`config.mk`:
```
export PLATFORM = sky130hd
export DESIGN_NAME = nec_ir_frame_decoder
export DESIGN_NICKNAME = d
export VERILOG_FILES = /design/src/rtl/nec_ir_pkg.sv /design/src/rtl/ir_input_conditioner.sv /design/src/rtl/nec_ir_frame_decoder.sv
export SDC_FILE = /design/constraint.sdc
export NUM_CORES = 1
export LEC_CHECK = 0
export ABC_AREA = 1
export CAP_MARGIN = 0
export CORE_MARGIN = 2
export CORE_UTILIZATION = 40
export DETAILED_ROUTE_END_ITERATION = 10
export DONT_BUFFER_PORTS = 1
export GPL_ROUTABILITY_DRIVEN = 0
export PLACE_DENSITY = 0.51
export SLEW_MARGIN = 25
export SYNTH_ARGS = -nofsm -noshare
export SYNTH_HDL_FRONTEND = slang
export SYNTH_SLANG_ARGS = --single-unit
```
`constraint.sdc`:
```
create_clock -name clk -period 2.2 [get_ports clk]
set_input_delay 0.44 -clock clk [delete_from_list [all_inputs] [get_ports clk]]
set_output_delay 0.44 -clock clk [all_outputs]
set_load 0.02 [all_outputs]
```
`src/rtl/nec_ir_pkg.sv`:
```
// Shared constants for the NEC IR frame decoder: FSM state codes, pulse-width
// windows in microseconds, and bit offsets of the fields inside a 32-bit frame.
package nec_ir_pkg;

  // Decoder FSM state encoding
  localparam logic [2:0] S_IDLE       = 3'd0;
  localparam logic [2:0] S_LEAD_MARK  = 3'd1;
  localparam logic [2:0] S_LEAD_SPACE = 3'd2;
  localparam logic [2:0] S_BIT_MARK   = 3'd3;
  localparam logic [2:0] S_BIT_SPACE  = 3'd4;
  localparam logic [2:0] S_STOP_MARK  = 3'd5;
  localparam logic [2:0] S_RPT_MARK   = 3'd6;

  // Width of every microsecond counter; the edge-interval counter saturates at all-ones
  localparam int unsigned     US_W   = 17;
  localparam logic [US_W-1:0] US_MAX = '1;

  // Acceptance windows (inclusive), judged at the edge that ends each duration
  localparam logic [US_W-1:0] LEAD_MARK_MIN  = 17'd8000;
  localparam logic [US_W-1:0] LEAD_MARK_MAX  = 17'd10000;
  localparam logic [US_W-1:0] DATA_SPACE_MIN = 17'd3500;
  localparam logic [US_W-1:0] DATA_SPACE_MAX = 17'd5500;
  localparam logic [US_W-1:0] RPT_SPACE_MIN  = 17'd1750;
  localparam logic [US_W-1:0] RPT_SPACE_MAX  = 17'd2750;
  localparam logic [US_W-1:0] BIT_MARK_MIN   = 17'd300;
  localparam logic [US_W-1:0] BIT_MARK_MAX   = 17'd900;
  localparam logic [US_W-1:0] BIT0_SPACE_MIN = 17'd300;
  localparam logic [US_W-1:0] BIT0_SPACE_MAX = 17'd900;
  localparam logic [US_W-1:0] BIT1_SPACE_MIN = 17'd1300;
  localparam logic [US_W-1:0] BIT1_SPACE_MAX = 17'd2100;

  // Field offsets inside the frame {~cmd, cmd, ~addr, addr}
  localparam int unsigned ADDR_LSB     = 0;
  localparam int unsigned ADDR_INV_LSB = 8;
  localparam int unsigned CMD_LSB      = 16;
  localparam int unsigned CMD_INV_LSB  = 24;

  function automatic logic in_window(input logic [US_W-1:0] t,
                                     input logic [US_W-1:0] lo,
                                     input logic [US_W-1:0] hi);
    return (t >= lo) && (t <= hi);
  endfunction

endpackage

```
`src/rtl/ir_input_conditioner.sv`:
```
// Front end for the raw IR receiver pin: two-stage synchronizer, edge detector
// and the clock prescaler that produces the 1 us timebase tick.
module ir_input_conditioner #(
  parameter int TICK_DIV = 50
) (
  input  logic clk,
  input  logic rst_n,
  input  logic i_data,
  output logic o_fall,
  output logic o_rise,
  output logic o_us_tick
);

  localparam int DIV_W = (TICK_DIV > 1) ? $clog2(TICK_DIV) : 1;

  logic             r_sync1;
  logic             r_sync2;
  logic             r_prev;
  logic [DIV_W-1:0] r_div;

  // Synchronize the asynchronous pin and keep one delayed copy for edge detection
  always_ff @(posedge clk) begin
    if (!rst_n) begin
      // NOTE: the chain resets to the idle-high line level so leaving reset never fakes a fall.
      r_sync1 <= 1'b1;
      r_sync2 <= 1'b1;
      r_prev  <= 1'b1;
    end else begin
      r_sync1 <= i_data;
      r_sync2 <= r_sync1;
      r_prev  <= r_sync2;
    end
  end

  // Free-running divider, wraps every TICK_DIV clocks
  always_ff @(posedge clk) begin
    if (!rst_n) begin
      r_div <= '0;
    end else if (r_div == DIV_W'(TICK_DIV - 1)) begin
      r_div <= '0;
    end else begin
      r_div <= r_div + 1'b1;
    end
  end

  assign o_fall    = r_prev & ~r_sync2;
  assign o_rise    = ~r_prev & r_sync2;
  assign o_us_tick = (r_div == DIV_W'(TICK_DIV - 1));

endmodule

```
`src/rtl/nec_ir_frame_decoder.sv`:
```
// NEC IR receive decoder: measures mark/space durations of the demodulated
// receiver output, assembles 32-bit frames LSB-first, checks the inverse
// fields and recognises repeat codes shortly after a valid frame.
module nec_ir_frame_decoder
  import nec_ir_pkg::*;
#(
  parameter int TICK_DIV      = 50,
  parameter bit STRICT_ADDR   = 1'b1,
  parameter int TIMEOUT_US    = 12000,
  parameter int RPT_WINDOW_US = 120000,
  // Microseconds credited per timebase tick; 1 on hardware, larger values compress time
  parameter int US_PER_TICK   = 1
) (
  input  logic        clk,
  input  logic        rst_n,
  input  logic        data_in,
  output logic [31:0] data_out,
  output logic        data_ready,
  output logic        repeat_valid,
  output logic        frame_err,
  output logic        busy
);

  localparam logic [US_W-1:0] STEP      = US_W'(US_PER_TICK);
  localparam logic [US_W-1:0] TIMEOUT_L = US_W'(TIMEOUT_US);
  localparam logic [US_W-1:0] WINDOW_L  = US_W'(RPT_WINDOW_US);

  logic            w_fall;
  logic            w_rise;
  logic            w_tick;
  logic            w_edge;
  logic            w_timeout;
  logic            w_mark_ok;
  logic            w_inv_ok;
  logic            w_frame_ok;

  logic [2:0]      r_state;
  logic [US_W-1:0] r_us_cnt;
  logic [US_W-1:0] r_win_cnt;
  logic            r_have_frame;
  logic [4:0]      r_bitcnt;
  logic [31:0]     r_sr;
  logic [31:0]     r_data_out;
  logic            r_data_ready;
  logic            r_repeat_valid;
  logic            r_frame_err;

  ir_input_conditioner #(.TICK_DIV(TICK_DIV)) u_cond (
    .clk       (clk),
    .rst_n     (rst_n),
    .i_data    (data_in),
    .o_fall    (w_fall),
    .o_rise    (w_rise),
    .o_us_tick (w_tick)
  );

  assign w_edge     = w_fall | w_rise;
  assign w_timeout  = (r_us_cnt > TIMEOUT_L);
  assign w_mark_ok  = in_window(r_us_cnt, BIT_MARK_MIN, BIT_MARK_MAX);
  assign w_inv_ok   = (r_sr[CMD_INV_LSB +: 8] == ~r_sr[CMD_LSB +: 8]) &&
                      (!STRICT_ADDR || (r_sr[ADDR_INV_LSB +: 8] == ~r_sr[ADDR_LSB +: 8]));
  assign w_frame_ok = (r_state == S_STOP_MARK) && w_rise && w_mark_ok && w_inv_ok;

  // Time since the last line edge, saturating so long idle periods never wrap
  always_ff @(posedge clk) begin
    if (!rst_n) begin
      r_us_cnt <= '0;
    end else if (w_edge) begin
      r_us_cnt <= '0;
    end else if (w_tick) begin
      r_us_cnt <= (r_us_cnt > US_MAX - STEP) ? US_MAX : r_us_cnt + STEP;
    end
  end

  // Repeat window: armed by each valid frame, disarmed once the window has elapsed
  always_ff @(posedge clk) begin
    if (!rst_n) begin
      r_have_frame <= 1'b0;
      r_win_cnt    <= '0;
    end else if (w_frame_ok) begin
      r_have_frame <= 1'b1;
      r_win_cnt    <= '0;
    end else if (r_have_frame && w_tick) begin
      if (r_win_cnt >= WINDOW_L - STEP) begin
        r_have_frame <= 1'b0;
      end else begin
        r_win_cnt <= r_win_cnt + STEP;
      end
    end
  end

  // Frame FSM with bit assembly and registered result pulses
  always_ff @(posedge clk) begin
    if (!rst_n) begin
      r_state        <= S_IDLE;
      r_bitcnt       <= '0;
      r_sr           <= '0;
      r_data_out     <= '0;
      r_data_ready   <= 1'b0;
      r_repeat_valid <= 1'b0;
      r_frame_err    <= 1'b0;
    end else begin
      // NOTE: pulses default low every cycle so any set below lasts exactly one clock.
      r_data_ready   <= 1'b0;
      r_repeat_valid <= 1'b0;
      r_frame_err    <= 1'b0;
      // An edge arriving in the same cycle as the timeout is still decoded
      if ((r_state != S_IDLE) && !w_edge && w_timeout) begin
        r_frame_err <= 1'b1;
        r_state     <= S_IDLE;
      end else begin
        case (r_state)
          S_IDLE: begin
            if (w_fall) r_state <= S_LEAD_MARK;
          end
          S_LEAD_MARK: begin
            if (w_rise) begin
              if (in_window(r_us_cnt, LEAD_MARK_MIN, LEAD_MARK_MAX)) begin
                r_state <= S_LEAD_SPACE;
              end else begin
                r_frame_err <= 1'b1;
                r_state     <= S_IDLE;
              end
            end
          end
          S_LEAD_SPACE: begin
            if (w_fall) begin
              if (in_window(r_us_cnt, DATA_SPACE_MIN, DATA_SPACE_MAX)) begin
                r_bitcnt <= '0;
                r_state  <= S_BIT_MARK;
              end else if (in_window(r_us_cnt, RPT_SPACE_MIN, RPT_SPACE_MAX)) begin
                r_state <= S_RPT_MARK;
              end else begin
                r_frame_err <= 1'b1;
                r_state     <= S_IDLE;
              end
            end
          end
          S_BIT_MARK: begin
            if (w_rise) begin
              if (w_mark_ok) begin
                r_state <= S_BIT_SPACE;
              end else begin
                r_frame_err <= 1'b1;
                r_state     <= S_IDLE;
              end
            end
          end
          S_BIT_SPACE: begin
            if (w_fall) begin
              if (in_window(r_us_cnt, BIT0_SPACE_MIN, BIT0_SPACE_MAX) ||
                  in_window(r_us_cnt, BIT1_SPACE_MIN, BIT1_SPACE_MAX)) begin
                r_sr     <= {in_window(r_us_cnt, BIT1_SPACE_MIN, BIT1_SPACE_MAX), r_sr[31:1]};
                r_bitcnt <= r_bitcnt + 1'b1;
                r_state  <= (r_bitcnt == 5'd31) ? S_STOP_MARK : S_BIT_MARK;
              end else begin
                r_frame_err <= 1'b1;
                r_state     <= S_IDLE;
              end
            end
          end
          S_STOP_MARK: begin
            if (w_rise) begin
              if (w_frame_ok) begin
                r_data_out   <= r_sr;
                r_data_ready <= 1'b1;
              end else begin
                r_frame_err <= 1'b1;
              end
              r_state <= S_IDLE;
            end
          end
          S_RPT_MARK: begin
            if (w_rise) begin
              if (w_mark_ok) begin
                r_repeat_valid <= r_have_frame;
              end else begin
                r_frame_err <= 1'b1;
              end
              r_state <= S_IDLE;
            end
          end
          default: r_state <= S_IDLE;
        endcase
      end
    end
  end

  assign data_out     = r_data_out;
  assign data_ready   = r_data_ready;
  assign repeat_valid = r_repeat_valid;
  assign frame_err    = r_frame_err;
  assign busy         = (r_state != S_IDLE);

endmodule

```
==> flow_metrics.env, run 1 <==
export IMPL_routed_wl_mm=16.3
export IMPL_fin_skew_ns=0.00879
export IMPL_p_leak_uw=0.00299
export IMPL_p_comb_share_pct=2.2
export IMPL_ff2ff_path_depth=9
export IMPL_dr_total_vias=5969
export IMPL_antenna_found_initial=0
export IMPL_p_sw_uw=1140
export IMPL_path_class="reg -> reg"
export IMPL_ys_top_cells_by_area="dfxtp_1, nor2_1, nand2_1"
export IMPL_intPower_uw=4020
export IMPL_period_minus_slack_ns=2.01
export IMPL_min_period_over_period_pct=91.2
export IMPL_worst_hold_path_num_cells=1
export IMPL_cts_inserted_buffers=17
export IMPL_power_density_nw_per_um2=705
export IMPL_synth_top_area_share_pct=37.2
export IMPL_syn_to_final_growth_pct=14.3
export IMPL_yosys_cell_types_count=37
export IMPL_max_slew_margin_rel_pct=60.8
export IMPL_io_buffers=0
export IMPL_cts_tree="yes"
export IMPL_num_antenna_cells=0
export IMPL_fin_ws_ns=0.193
export IMPL_drc=0
export IMPL_hold_path_endpoint="u_cond.r_prev$_SDFF_PN1_"
export IMPL_root_buffer="clkbuf_16"
export IMPL_max_stage_delay_ns=0.43
export IMPL_avgSynthCellArea_sq_um=6.67
export IMPL_max_cap_violations=0
export IMPL_async_reset_ff_share_pct=0
export IMPL_endpoint_kind="flop"
export IMPL_cpMostUsedCell="nor2_1"
export IMPL_core_sq_um=15800
export IMPL_fp_dieH_um=131
export IMPL_critical_path_max_fanout=21
export IMPL_worst_pin_slew_ns=0.588
export IMPL_clk_latency_ns=0.42
export IMPL_clock_fmax_mhz=498
export IMPL_grt_usage_pct=20.1
export IMPL_drive_above_1_share_pct=9.61
export IMPL_pwr_share_seq_pct=42.2
export IMPL_grt_pass1_wl_mm=27.0
export IMPL_arrival_ns=2.31
export IMPL_synth_nets=973
export IMPL_crit_path_start_kind="flop"
export IMPL_hold_viol_final=0
export IMPL_grt_pass1_vias=5436
export IMPL_clkPwrFrac_pct=55.6
export IMPL_worstPathRequired_ns=2.50
export IMPL_finalSetupViolCount=0
export IMPL_r2r_slack_ns=0.19
export IMPL_grt_max_degree=71
export IMPL_yosys_warnings=0
export IMPL_clk_pin_slew_ns=0.06
export IMPL_outcome="completed"
export IMPL_synth_ff_type="dfxtp_1"
export IMPL_overflow=0
export IMPL_netlist_area_sq_um=6410
export IMPL_num_rows=46
export IMPL_min_from="rst_n"
export IMPL_fp_dieW_um=131
export IMPL_synth_edf_count=0
export IMPL_peakVddDrop_mv=0.522
export IMPL_cts_path_max_buffers=2
export IMPL_via_per_inst=5.00
export IMPL_grt_setup_unrepaired="false"
export IMPL_nets=977
export IMPL_path_cells="inv_1 > nand4_1 > nor2_1 > nand3_1 > nand3b_1 > nand2_2 > buf_4 > nor3_1 > nor2_1"
export IMPL_start_util_pct=40.6
export IMPL_yosys_register_bits=119
export IMPL_cts_sinks=119
export IMPL_drt_wirelength_per_cell_um=13.6
export IMPL_dp_slack_ns=0.122
export IMPL_hp_class="in -> reg"
export IMPL_worstReg2RegStart="r_us_cnt[12]$_SDFFE_PP0N_"
export IMPL_firstDrtPassIters=5
export IMPL_num_io_pins=39
export IMPL_synth_seq_area_share_pct=37.2
export IMPL_swShare_pct=22.1
export IMPL_antenna_left=0
export IMPL_postCtsSetupBuffers=0
export IMPL_die_area_sq_um=17100
export IMPL_timing_rr_end="r_sr[26]$_SDFFE_PN0P_"
export IMPL_dp_hpwl_mm=11.9
export IMPL_syn_inst=961
export IMPL_h_tree_depth=4
export IMPL_tns_ns=0
export IMPL_synth_top_cell_by_area="dfxtp_1"
export IMPL_maxSlewViolCount=0
export IMPL_drt_iter0_markers=312
export IMPL_critPathSlowestCell="dfxtp_1"
[cells by family (layout without fill, tap and decap cells)]
| family | after synthesis | after routing | share of synthesized area, % |
|---|---|---|---|
| compound gates | 141 | 141 | 11.7 |
| xor+xnor | 35 | 35 | 4.78 |
| buf+inv | 130 | 147 | 8.80 |
| fa+ha+maj | 9 | 9 | 1.76 |
| simple gates | 527 | 527 | 35.8 |
| flops | 119 | 119 | 37.2 |
[per-layer routing]
layer | GRT usage, % | routed length (um) | vias up
met5 | 0 | 0 | -
met4 | 8.64 | 359 | 0
met3 | 4.44 | 831 | 30
met2 | 30.7 | 7070 | 144
met1 | 27.3 | 7990 | 2649
li1 | - | - | 3146
[through the flow]
step           cell area [sq um]  hold WS (ns)  std cells  power, uW  utilization, %
3_5_place_dp                6690         0.401       1162       2340            42.4
6_report                    7330        0.0999       1194       5160            46.5
3_3_place_gp                6690         0.396       1162       2340            42.4
5_1_grt                     7330        0.0966       1194       5330            46.5
2_1_floorplan               6410         0.393        961       2320               -
4_1_cts                     7300        0.0870       1194       5230            46.3
[what timing repair did]
action	4_1_cts	5_1_grt
gates resized for setup	0	11
hold buffers	0	0
endpoints found under the hold margin	0	0
setup endpoints to repair	0	25
[worst max path at each step]
stage                                     from                         end  slack, ns  cells after the start
global route         r_us_cnt[11]$_SDFFE_PP0N_        r_sr[1]$_SDFFE_PN0P_     0.0001                     13
CTS                 u_cond.r_div[0]$_SDFF_PP0_   r_us_cnt[13]$_SDFFE_PP0N_       0.12                      9
finish               r_us_cnt[12]$_SDFFE_PP0N_       r_sr[26]$_SDFFE_PN0P_       0.19                      9
floorplan            r_win_cnt[0]$_SDFFE_PP0P_  r_win_cnt[10]$_SDFFE_PP0P_       0.45                      8
global placement    u_cond.r_div[0]$_SDFF_PP0_   r_us_cnt[13]$_SDFFE_PP0N_       0.08                      9
detailed placement  u_cond.r_div[0]$_SDFF_PP0_   r_us_cnt[13]$_SDFFE_PP0N_       0.12                      9
[worst max-delay path, delay by kind of cell (launching register included)]
kind | cells | cell delay (ns)
DFF | 1 | 0.43
and+or+nand+nor | 7 | 0.98
buffers and inverters | 2 | 0.47
[cell usage after synthesis, types with 7 or more instances]
| cell | n |
|---|---|
| o21ai_1 | 28 |
| nor3_1 | 38 |
| nor2_1 | 190 |
| a21oi_2 | 7 |
| o21ai_0 | 49 |
| a21oi_1 | 49 |
| xnor2_1 | 12 |
| xor2_1 | 23 |
| buf_2 | 19 |
| inv_1 | 83 |
| dfxtp_1 | 119 |
| nand3_1 | 61 |
| nand2_1 | 181 |
| nand4_1 | 32 |
| ha_1 | 9 |
| clkbuf_1 | 12 |
[cells in the final DEF (no fill, tap or decap), types with 4 or more instances in the layout]
| master | synthesis | routed |
|---|---|---|
| clkbuf_16 | 0 | 17 |
| a21oi_2 | 7 | 7 |
| nand2_2 | 3 | 4 |
| nor3_1 | 38 | 37 |
| a31oi_1 | 4 | 4 |
| xnor2_1 | 12 | 12 |
| dfxtp_1 | 119 | 115 |
| ha_1 | 9 | 9 |
| o21ai_0 | 49 | 48 |
| nand3_1 | 61 | 61 |
| buf_4 | 6 | 25 |
| a21oi_1 | 49 | 49 |
| nand2_1 | 181 | 180 |
| or2_2 | 4 | 4 |
| o21ai_1 | 28 | 29 |
| xor2_1 | 23 | 23 |
| dfxtp_2 | 0 | 4 |
| nand4_1 | 32 | 32 |
| nor2_1 | 190 | 188 |
| inv_2 | 3 | 4 |
| inv_1 | 83 | 82 |
| nor4_1 | 4 | 4 |
[cell type report]
cell class | instances | area (sq um)
Clock buffer | 18 | 439
Clock inverter | 14 | 171
Fill cell | 1716 | 8440
Inverter | 87 | 327
Multi-Input combinational cell | 712 | 3480
Sequential cell | 119 | 2390
Tap cell | 216 | 270
Timing Repair Buffer | 28 | 248
[sequential cells by signal, summed over array words and instances, names as in the netlist]
name            count
data_out           32
r_us_cnt           17
r_sr               32
r_bitcnt            5
u_cond.r_prev       1
u_cond.r_sync2      1
r_win_cnt          17
u_cond.r_sync1      1
data_ready          1
u_cond.r_div        6
r_have_frame        1
frame_err           1
r_state             3
repeat_valid        1
[power groups by stage]
| stage | Sequential, uW | Combinational, uW | Clock, uW |
|---|---|---|---|
| 3_3_place_gp | 2220 | 117 | 0 |
| 3_5_place_dp | 2220 | 116 | 0 |
| 4_1_cts | 2180 | 116 | 2940 |
| 2_1_floorplan | 2220 | 94.1 | 0 |
| 5_1_grt | 2180 | 131 | 3020 |
| 6_report | 2180 | 115 | 2870 |
Note: power is estimated with default switching activity, not from simulation.
==> inputs of run 2 (changes only) <==
--- a/config.mk
+++ b/config.mk
@@ -7,7 +7,7 @@
 export LEC_CHECK = 0
 export ABC_AREA = 1
 export CAP_MARGIN = 0
-export CORE_MARGIN = 2
+export CORE_MARGIN = 8
 export CORE_UTILIZATION = 40
 export DETAILED_ROUTE_END_ITERATION = 10
 export DONT_BUFFER_PORTS = 1
==> flow_metrics.env, run 2 (synthesis results as in run 1) <==
export IMPL_outcome="completed"
export IMPL_p_comb_share_pct=2.2
export IMPL_p_sw_uw=1140
export IMPL_max_slew_margin_rel_pct=67.2
export IMPL_critPathBufInv=0
export IMPL_min_period_over_period_pct=90.9
export IMPL_clk_latency_ns=0.42
export IMPL_peakVddDrop_mv=0.523
export IMPL_drt_wirelength_per_cell_um=13.9
export IMPL_cts_hold_buf=0
export IMPL_drc=0
export IMPL_crit_path_start_kind="flop"
export IMPL_cts_sinks=119
export IMPL_regArea_sq_um=2390
export IMPL_h_tree_depth=4
export IMPL_firstDrtPassIters=5
export IMPL_start_util_pct=40.6
export IMPL_dp_slack_ns=0.137
export IMPL_max_stage_delay_ns=0.40
export IMPL_final_cell_mix="nor2_1, nand2_1, dfxtp_1"
export IMPL_syn_to_final_growth_pct=14.2
export IMPL_grt_max_degree=71
export IMPL_routed_wl_mm=16.6
export IMPL_arrival_ns=2.29
export IMPL_cp_top_family="simple AND/OR/NAND/NOR gates"
export IMPL_num_io_pins=39
export IMPL_power_density_nw_per_um2=673
export IMPL_cts_inserted_buffers=17
export IMPL_postCtsSetupBuffers=0
export IMPL_period_minus_slack_ns=2.00
export IMPL_p_leak_uw=0.00298
export IMPL_fin_ws_ns=0.201
export IMPL_pwr_share_seq_pct=44.2
export IMPL_finalSetupViolCount=0
export IMPL_critical_path_max_fanout=8
export IMPL_num_rows=46
export IMPL_swShare_pct=23.1
export IMPL_fp_dieW_um=143
export IMPL_max_cap_violations=0
export IMPL_critPathSlowestCell="dfxtp_1"
export IMPL_root_buffer="clkbuf_16"
export IMPL_path_class="reg -> reg"
export IMPL_via_per_inst=4.99
export IMPL_cts_resized=0
export IMPL_multi_input_area_sq_um=3500
export IMPL_fin_skew_ns=0.00655
export IMPL_final_util_pct=46.4
export IMPL_intPower_uw=3790
export IMPL_hold_viol_final=0
export IMPL_io_buffers=0
export IMPL_antenna_found_initial=0
export IMPL_antenna_left=0
export IMPL_cts_path_max_buffers=2
export IMPL_grt_setup_unrepaired="false"
export IMPL_clk_pin_slew_ns=0.06
export IMPL_fp_dieH_um=143
export IMPL_tns_ns=0
export IMPL_worst_pin_slew_ns=0.490
export IMPL_worstSetupPathDepth=8
export IMPL_core_sq_um=15800
export IMPL_drt_iter0_markers=365
export IMPL_num_antenna_cells=0
export IMPL_cts_tree="yes"
export IMPL_hold_slack_ns=0.106
export IMPL_overflow=0
export IMPL_drive_above_1_share_pct=10.1
export IMPL_dr_total_vias=5961
export IMPL_clock_fmax_mhz=500
export IMPL_die_area_sq_um=20300
export IMPL_clkPwrFrac_pct=53.5
export IMPL_path_cells="ha_1 > nand4_2 > nor2_2 > nand2_1 > nor2_1 > nand3_1 > o21ai_0 > a31oi_1"
export IMPL_grt_usage_pct=17.1
export IMPL_nFillCells=1711
export IMPL_dp_hpwl_mm=12.2
export IMPL_nets=978
export IMPL_worst_hold_path_num_cells=1
export IMPL_grt_pass1_wl_mm=28.1
export IMPL_final_common_cell="nor2_1"
export IMPL_maxSlewViolCount=0
export IMPL_ff2ff_path_depth=8
export IMPL_worstPathRequired_ns=2.49
export IMPL_hp_class="in -> reg"
export IMPL_endpoint_kind="flop"
export IMPL_grt_pass1_vias=5660
[run 2: cell types whose count changed in the layout (fill, tap and decap cells not counted), moves of 2 or more]
cell,delta
bufinv_16,-2
clkinvlp_4,+2
nor2_2,+2
nor2_1,-2
[run 2: per-stage QoR]
step	std cells	cell area, sq um	power, uW
2_1_floorplan	961	6410	2320
3_3_place_gp	1163	6710	2340
3_5_place_dp	1163	6710	2340
4_1_cts	1195	7280	4990
5_1_grt	1195	7320	5120
6_report	1195	7320	4920
[run 2: path summary, 6_finish.rpt]
kind | startpoint | to | slack [ns]
setup / recovery | u_cond.r_div[0]$_SDFF_PP0_ | r_us_cnt[14]$_SDFFE_PP0N_ | 0.20
hold / removal | rst_n | u_cond.r_prev$_SDFF_PN1_ | 0.11
setup reg to reg | u_cond.r_div[0]$_SDFF_PP0_ | r_us_cnt[14]$_SDFFE_PP0N_ | 0.20
hold reg to reg | u_cond.r_sync1$_SDFF_PN1_ | u_cond.r_sync2$_SDFF_PN1_ | 0.41
[run 2: metal layers]
| metal | GRT usage, % | routed length, um |
|---|---|---|
| met3 | 4.13 | 793 |
| met1 | 22.2 | 8090 |
| met4 | 7.33 | 383 |
| met5 | 0 | 0 |
| met2 | 26.3 | 7300 |
[run 2: power groups by stage]
stage	clock [uW]	sequential, uW	combinational (uW)
5_1_grt	2820	2180	125
4_1_cts	2710	2180	111
3_3_place_gp	0	2230	112
6_report	2640	2180	109
2_1_floorplan	0	2220	94.1
3_5_place_dp	0	2220	110
[run 2: area by class of cell]
type                       count  area share [%]
clock buffer                  18            6.00
inverter                      87            4.46
clock inverter                14            1.73
tap                          216            3.69
sequential                   119            32.7
timing repair buffer          29            3.66
multi-input combinational    712            47.8
[run 2: worst reg2reg max path, cell delays in order (launching register included)]
cell     delay [ns]
dfxtp_1        0.40
ha_1           0.18
nand4_2        0.21
nor2_2         0.20
nand2_1        0.14
nor2_1         0.21
nand3_1        0.21
o21ai_0        0.22
a31oi_1        0.10
